--- src/rtl/timer_multi_prescaled_if.sv ---
// timer_multi_prescaled_if: control/status bundle of the multi-channel prescaled timer
// Ports: ch_en/ch_clr/ch_mode/ch_cmp/read/ovf_clr driven by master;
//        count_out/match/ovf/tock driven by slave (the timer).
interface timer_multi_prescaled_if #(
  parameter int NUM_CH = 4,
  parameter int CNT_W  = 16
);
  logic [NUM_CH-1:0]       ch_en;
  logic [NUM_CH-1:0]       ch_clr;
  logic [2*NUM_CH-1:0]     ch_mode;
  logic [NUM_CH*CNT_W-1:0] ch_cmp;
  logic                    read;
  logic [NUM_CH-1:0]       ovf_clr;
  logic [NUM_CH*CNT_W-1:0] count_out;
  logic [NUM_CH-1:0]       match;
  logic [NUM_CH-1:0]       ovf;
  logic                    tock;
  modport master (
    output ch_en, ch_clr, ch_mode, ch_cmp, read, ovf_clr,
    input  count_out, match, ovf, tock
  );
  modport slave (
    input  ch_en, ch_clr, ch_mode, ch_cmp, read, ovf_clr,
    output count_out, match, ovf, tock
  );
endinterface

--- src/rtl/timer_multi_prescaled.sv ---
// timer_multi_prescaled: shared prescaler driving NUM_CH counters with free-run/periodic/one-shot modes
// Ports: clk (system clock), reset (sync, active-low), bus (slave side of timer_multi_prescaled_if:
//        per-channel enable/clear/mode/compare, snapshot read, overflow clear in;
//        snapshot count_out, match pulses, sticky ovf, tock out).
module timer_multi_prescaled #(
  parameter int NUM_CH   = 4,
  parameter int CNT_W    = 16,
  parameter int TICK_DIV = 1250,
  parameter int DIV_W    = 11
) (
  input logic clk,
  input logic reset,
  timer_multi_prescaled_if.slave bus
);
  logic [DIV_W-1:0]        div_cnt;
  logic                    tock_q;
  logic [NUM_CH-1:0]       match_q, match_d, ovf_q, ovf_d;
  logic [NUM_CH*CNT_W-1:0] count_q, cnt_all;
  logic                    div_end;
  assign div_end = div_cnt == DIV_W'(TICK_DIV - 1);
  always_ff @(posedge clk) begin
    if (!reset) begin
      div_cnt <= '0;
      tock_q  <= 1'b0;
      match_q <= '0;
      ovf_q   <= '0;
      count_q <= '0;
    end else begin
      div_cnt <= div_end ? '0 : div_cnt + DIV_W'(1);
      tock_q  <= div_end;
      match_q <= match_d;
      ovf_q   <= ovf_d;
      if (bus.read) count_q <= cnt_all;
    end
  end
  for (genvar i = 0; i < NUM_CH; i++) begin : g_ch
    logic [CNT_W-1:0] cnt, cmp;
    logic [1:0]       mode;
    logic             done, hit, step, stop, wrap, clr;
    assign cmp  = bus.ch_cmp[CNT_W*i +: CNT_W];
    assign mode = bus.ch_mode[2*i +: 2];
    assign clr  = bus.ch_clr[i];
    assign hit  = cnt == cmp;
    assign step = tock_q && bus.ch_en[i] && !done;
    // periodic and one-shot both suppress the increment on a compare hit
    assign stop = hit && (mode == 2'b01 || mode == 2'b10);
    assign wrap = !clr && step && !stop && &cnt;
    assign match_d[i] = !clr && step && hit;
    // a fresh wrap beats a same-cycle clear request
    assign ovf_d[i] = wrap || (ovf_q[i] && !bus.ovf_clr[i]);
    assign cnt_all[CNT_W*i +: CNT_W] = cnt;
    always_ff @(posedge clk) begin
      if (!reset) begin
        cnt  <= '0;
        done <= 1'b0;
      end else if (clr) begin
        cnt  <= '0;
        done <= 1'b0;
      end else if (step) begin
        cnt  <= stop ? (mode == 2'b01 ? '0 : cnt) : cnt + CNT_W'(1);
        done <= stop && mode == 2'b10;
      end
    end
  end
  assign bus.tock      = tock_q;
  assign bus.match     = match_q;
  assign bus.ovf       = ovf_q;
  assign bus.count_out = count_q;
endmodule

--- src/flat_wrapper.sv ---
// flat-port wrapper written by rule: the top's interface ports become plain ports
module timer_multi_prescaled_flat 
#(
  parameter int NUM_CH   = 4,
  parameter int CNT_W    = 16,
  parameter int TICK_DIV = 1250,
  parameter int DIV_W    = 11
)
  (clk, reset, bus_ch_en, bus_ch_clr, bus_ch_mode, bus_ch_cmp, bus_read, bus_ovf_clr, bus_count_out, bus_match, bus_ovf, bus_tock);
  timer_multi_prescaled_if #(.NUM_CH(NUM_CH), .CNT_W(CNT_W)) bus_i ();
  input logic clk;
  input logic reset;
  input wire logic [$bits(bus_i.ch_en)-1:0] bus_ch_en;
  input wire logic [$bits(bus_i.ch_clr)-1:0] bus_ch_clr;
  input wire logic [$bits(bus_i.ch_mode)-1:0] bus_ch_mode;
  input wire logic [$bits(bus_i.ch_cmp)-1:0] bus_ch_cmp;
  input wire logic [$bits(bus_i.read)-1:0] bus_read;
  input wire logic [$bits(bus_i.ovf_clr)-1:0] bus_ovf_clr;
  output wire logic [$bits(bus_i.count_out)-1:0] bus_count_out;
  output wire logic [$bits(bus_i.match)-1:0] bus_match;
  output wire logic [$bits(bus_i.ovf)-1:0] bus_ovf;
  output wire logic [$bits(bus_i.tock)-1:0] bus_tock;
  assign bus_i.ch_en = bus_ch_en;
  assign bus_i.ch_clr = bus_ch_clr;
  assign bus_i.ch_mode = bus_ch_mode;
  assign bus_i.ch_cmp = bus_ch_cmp;
  assign bus_i.read = bus_read;
  assign bus_i.ovf_clr = bus_ovf_clr;
  assign bus_count_out = bus_i.count_out;
  assign bus_match = bus_i.match;
  assign bus_ovf = bus_i.ovf;
  assign bus_tock = bus_i.tock;
  timer_multi_prescaled #(.NUM_CH(NUM_CH), .CNT_W(CNT_W), .TICK_DIV(TICK_DIV), .DIV_W(DIV_W)) u_core (.clk(clk), .reset(reset), .bus(bus_i));
endmodule
--- config.mk ---
export PLATFORM = sky130hd
export DESIGN_NAME = timer_multi_prescaled_flat
export DESIGN_NICKNAME = d
export VERILOG_FILES = /design/src/rtl/timer_multi_prescaled_if.sv /design/src/rtl/timer_multi_prescaled.sv /design/src/flat_wrapper.sv
export SDC_FILE = /design/constraint.sdc
export NUM_CORES = 1
export LEC_CHECK = 0
export BUFFER_PORTS_ARGS = -buffer_cell sky130_fd_sc_hd__buf_2
export CAP_MARGIN = 10
export CORE_UTILIZATION = 51
export CTS_BUF_LIST = sky130_fd_sc_hd__clkbuf_8
export DETAILED_ROUTE_END_ITERATION = 12
export PLACE_DENSITY = 0.79
export REMOVE_ABC_BUFFERS = 1
export SYNTH_ARGS = -nofsm -noshare
export SYNTH_HDL_FRONTEND = slang
export SYNTH_SLANG_ARGS = --single-unit
--- constraint.sdc ---
create_clock -name clk -period 1.9 [get_ports clk]
set_input_delay 0.285 -clock clk [delete_from_list [all_inputs] [get_ports clk]]
set_output_delay 0.285 -clock clk [all_outputs]
set_load 0.05 [all_outputs]
* Word level (Yosys, flattened, before mapping)
Index checks and enable logic that the tools add are counted.
** Storage, ports and cells
- Bits in registers :: 152
- Bits in latches :: 0
- Memory bits (writable) :: 0
- ROM bits :: 0
- Bits of input ports :: 87
- Output and inout port bits :: 73
- Logic and storage cells :: 117
- Memories kept :: 0
** Operators by class
- Add/subtract/negate cells :: 5
- Multiply operators :: 0
- Div/mod/pow operators :: 0
- Order comparisons :: 0
- Equality and inequality tests :: 17
- Shifts and indexed selects :: 0
- Mux-type cells :: 8
- Bitwise gates (word level) :: 1
- Reduce and logical (&&, ||, !) cells :: 73
** Operators by type and width (number)
- 16-bit two-way mux :: 8
- 16-bit by 1-bit adder with 16-bit output, second input constant :: 4
- 16-bit equality test :: 4
- 16-bit AND reduction :: 4
- 1-bit logical AND :: 36
- 1-bit logical NOT :: 16
- 11-bit by 1-bit adder with 11-bit output, second input constant :: 1
- 11-bit equality test, second input constant :: 1
- 2-bit OR reduction :: 5
- 2-bit by 1-bit equality test with 1-bit output, second input constant :: 4
- 2-bit equality test, second input constant :: 4
- 1-bit logical OR :: 8
- 2-bit != test, second input constant :: 4
- 2-bit AND reduction :: 4
- 1-bit NOT :: 1

* Longest topological paths before layout
- Depth in word-level cells :: 7
- Mapped depth :: 9
- Gate-level depth less buffers :: 7

* Least setup slack after synthesis
OpenSTA, ideal clock, no wires.
- Path type :: register -> register
- From :: reg u_core.tock_q (netlist: u_core.bus.tock)
- To :: reg u_core.g_ch[0].cnt[10]
- Library setup time :: 0.115 ns
- Data arrival time :: 1.975 ns
- Data required time :: 1.785 ns
- Path slack :: -0.190 ns
- Cell stages (with the launch flop) :: 6
- Period minus slack after synthesis :: 2.090 ns
- Cells stage by stage :: dfxtp_1 > nand2_1 > nor2_1 > o31ai_4 > o41a_1 > a2111oi_0
** On the way
- Word-level cells in the longest chain between the ends :: 3
** Ends and longest elaborated chain
- start, declared :: RTL line timer_multi_prescaled.sv:16 : logic tock_q;
- start signal, assigned :: RTL line timer_multi_prescaled.sv:30 : tock_q <= div_end;
- 1-bit logical AND (2 in series) :: RTL line timer_multi_prescaled.sv:44 : assign step = tock_q && bus.ch_en[i] && !done;
- 2-bit AND reduction (no line)
- end signal, assigned :: RTL line timer_multi_prescaled.sv:60 : cnt <= stop ? (mode == 2'b01 ? '0 : cnt) : cnt + CNT_W'(1);
- end, declared :: RTL line timer_multi_prescaled.sv:37 : logic [CNT_W-1:0] cnt, cmp;
No other way between the ends.
A chain may end at the register's enable or synchronous reset.

* Worst setup path in the final report
- From :: reg u_core.g_ch[0].cnt[11]
- To :: reg u_core.g_ch[0].cnt[6]
** On the way
- Word-level cells in the longest chain between the ends :: 4
- Elaborated cells between the ends (all ways) :: 5
** Ends and longest elaborated chain
- 16-bit equality test * :: RTL line timer_multi_prescaled.sv:43 : assign hit = cnt == cmp;
- 1-bit logical AND * :: RTL line timer_multi_prescaled.sv:46 : assign stop = hit && (mode == 2'b01 || mode == 2'b10);
- 2-bit != test (no line)
- 2-bit AND reduction (no line)
Every way passes the cells marked *; elsewhere a longest branch is shown, timed or not.

==> metrics.md <==
| Metric | Value |
|---|---|
| Total GRT Usage | `27.0%` |
| CP Class | `reg2reg` |
| Die Ht | `124 µm` |
| Max Freq | `490 MHz` |
| Clk sink count | `approximately 150` |
| Sw Share | `approximately a quarter` |
| Die ar. | `15400 µm²` |
| Crit. End Element | `flop` |
| Sw power | `0.00149 W` |
| Htree depth | `4` |
| Top-area cell type share of the netlist area | `around 40%` |
| CTS Buf Count | `17` |
| Worst hold slack | `~0.10 ns` |
| Crit-path max FO | `4` |
| Worst skew pair latency | `around 0.46 ns` |
| Synth top area cells | `dfxtp_1 (40%), mux2i_1 (8.9%), nor2_1 (6.1%)` |
| Count leader, synth | `dfxtp_1` |
| Routed WL | `between 20 and 25 mm` |
| Hold_sp | `bus_ovf_clr[0]` |
| Total Power | `around 0.0064 W` |
| Routed Antenna Nets | `0` |
| Setup WS post-layout | `-0.140 ns` |
| WP buf/inv | `3` |
| Post-Syn Area | `between 7000 and 8000 µm²` |
| P per Cell Area | `611 nW/µm²` |
| Peak VDD IR | `around 0.54 mV` |
| WHS Endpoint | `u_core.bus.ovf[0]` |
| Number of synthesized flops with an enable pin | `0` |
| Iter 0 DRT Violations | `785` |
| Vias in the first global route | `between 6000 and 7000` |
| Reg2reg path depth | `9` |
| Vias per cell | `roughly 5.7` |
| Yosys cell types | `approximately 70` |
| Final period utilization | `107%` |
| Synthesized flop and latch total | `about 150` |
| Clk root buf | `clkbuf_8` |
| Synthesis warning total | `0` |
| Critical path launch point type | `flop` |
| Clock tree from TritonCTS | `yes` |
| Area grow syn2layout | `36.7%` |
| Vias | `between 7000 and 8000` |
| GP Congestion | `roughly 1.0` |
| Slew HR | `66.9%` |
| Share of layout cells above drive strength 1 | `around two fifths` |
| Syn Area/Cell | `8.72 µm²` |
| DP Wirelength | `14.8 mm` |
| Final setup viols | `16` |
| Pin count of the biggest net entering global routing | `65` |
| Final Util | `71.7%` |
| Fin crit period | `a little over 2 ns` |
| Ant diodes | `0` |
| Slew Viols, Final | `0` |
| CP Data Arrival Time | `roughly 2.4 ns` |
| Finished layout cell area | `10400 µm²` |
| Placed inst area | `9320 µm²` |
| Slew @ Worst Pin | `roughly 0.49 ns` |
| Flop-to-flop setup slack | `-0.14 ns` |
| Crit-path slowest cell | `nor4_2` |
| CTS clk-pin slew, worst paths | `0.09 ns` |
| FFs w/ async S/R, synth | `0%` |
| Max incr delay on CP | `between 0.3 and 0.4 ns` |
| First-pass GRT wire length | `33.8 mm` |
| Hold Path Stages | `3` |
| Post-synth top cells | `dfxtp_1 (152), nor2_1 (124), mux2i_1 (68), nand2_1 (67), xor2_1 (53)` |
| Failing checks | `setup timing` |
| Static leakage | `about 4.7 nW` |
| Die Wd | `roughly 120 µm` |
| DRT Pass-1 Iters | `5` |
| Skew final | `between 0.01 and 0.015 ns` |
| Layout fillers | `between 1000 and 1500` |
| Initial core utilization | `a little over half` |
| Sequential power share | `between 50 and 60%` |
| I/O pin total | `160` |
| Reg-to-Reg End | `u_core.g_ch[0].cnt[6]` |
| Max Root-Sink Buffers | `2` |
| Pre-CTS worst setup slack | `-0.236 ns` |
| Cell count after synthesis | `a little under 900` |
| Row count | `44` |
| Primary FF master, synth | `dfxtp_1` |
| RSZ-0062 raised after global routing | `true` |
| Largest area contributor in the netlist | `dfxtp_1` |
| Delay-heaviest family, CP | `simple AND/OR/NAND/NOR gates` |
| Worst-path cell chain | `xor2_2 > nor4_2 > nand4_2 > buf_6 > o31ai_4 > buf_4 > buf_6 > nand3_2 > o311ai_2` |
| Hold Crit Class | `in2reg` |
| Final-report hold violation count | `0` |
| Clock network power share | `42.8%` |
| Max Cap Viol | `0` |
| DRC | `0` |
| Core ar. | `14500 µm²` |
| Grt ovf | `0` |
| Final nets | `1234` |
| Status | `finished, violations left` |
| Internal power | `0.00488 W` |
| Initial antenna violation count | `0` |
| Worst EP required | `about 2.3 ns` |
| Combinational power share | `7.2%` |
| Reg-to-reg startpoint | `u_core.g_ch[0].cnt[11]` |
| Sequential share of the synthesized area | `39.9%` |
| Average wire per standard cell | `16.7 µm` |
| # port buffers | `159` |
| Most frequent CP cell | `buf_6` |
## placed cells by master (no fill, tap or decap), drive strengths merged, types with 10 or more instances in the layout
cell type  count
ha            14
dfxtp        152
a21oi         11
buf          300
xnor2         20
or2           10
and3          20
mux2i         68
xor2          53
o21ai         22
nand3         44
nor2         124
inv           25
nor4          18
nand4         28
nor3          20
nand2         67
clkbuf        19
## tightest hold or removal path, delay by kind of cell
family | cells | cell delay [ns]
AND/OR/NAND/NOR | 1 | 0.11
buffers and inverters | 1 | 0.07
AO/OA/AOI/OAI | 1 | 0.06
## state kept, by name (all words and copies together) (netlist names)
name                  count
u_core.g_ch.done          4
u_core.bus.ovf            4
u_core.bus.count_out     64
u_core.g_ch.cnt          64
u_core.bus.tock           1
u_core.bus.match          4
u_core.div_cnt           11
## worst max path at each step
| stage | slack [ns] | startpoint | depth (start not counted) | to |
|---|---|---|---|---|
| final | -0.14 | u_core.g_ch[0].cnt[11] | 9 | u_core.g_ch[0].cnt[6] |
| after floorplan | -0.35 | u_core.g_ch[2].cnt[5] | 6 | u_core.g_ch[2].cnt[11] |
| after global placement | -0.12 | bus_ch_cmp[15] | 7 | u_core.g_ch[0].cnt[7] |
| after global routing | -0.25 | u_core.g_ch[0].cnt[11] | 9 | u_core.g_ch[0].cnt[1] |
| after detailed placement | -0.24 | bus_ch_cmp[15] | 7 | u_core.g_ch[0].cnt[7] |
| after CTS | -0.09 | u_core.g_ch[0].cnt[2] | 7 | u_core.g_ch[0].cnt[12] |
## through the flow
stage,TNS (ns),instances
after floorplan,-6.01,814
after global placement,-2.64,1283
after detailed placement,-4.48,1283
after CTS,-0.917,1323
after global routing,-3.96,1330
final,-1.73,1330
## logic make-up (layout without fill, tap and decap cells)
kind of cell    count (synthesis)  after routing  share of synthesized area, %
flops                         152            152                          39.9
compound gates                116            116                          11.4
mux                            69             69                          9.08
fa+ha+maj                      14             14                          2.30
buf+inv                        82            354                          5.09
simple gates                  368            368                          23.8
xor+xnor                       73             73                          8.39
## power by group through the flow
| stage | combinational [W] | clock [W] | sequential, W |
|---|---|---|---|
| final | 0.000455 | 0.00272 | 0.00319 |
| after global routing | 0.000488 | 0.00290 | 0.00319 |
| after CTS | 0.000417 | 0.00276 | 0.00319 |
| after detailed placement | 0.000404 | 0 | 0.00327 |
| after global placement | 0.000398 | 0 | 0.00327 |
| after floorplan | 0.000169 | 0 | 0.00327 |
## final cells by class
class / instances / area, µm² / area share, %
inverter: 22 / 82.6 / 0.793
clock inverter: 13 / 178 / 1.71
multi-input combinational: 640 / 4650 / 44.6
tap: 184 / 230 / 2.21
sequential: 152 / 3080 / 29.5
timing repair buffer: 300 / 1950 / 18.7
clock buffer: 19 / 262 / 2.51
## per-layer routing
metal	part of all wire, %	GRT usage, %	routed length [µm]
met5	0	0	0
met4	3.0	12.0	666
met3	6.1	5.11	1370
met2	49	44.7	10800
met1	42	34.0	9420
## timing repair
item,4_1_cts,5_1_grt
hold buffers,0,0
pin swaps,25,56
buffers inserted,7,7
cloned,1,0
setup endpoints to repair,47,70
resized for setup,34,110
No activity file was read; power rests on OpenSTA's default activity.
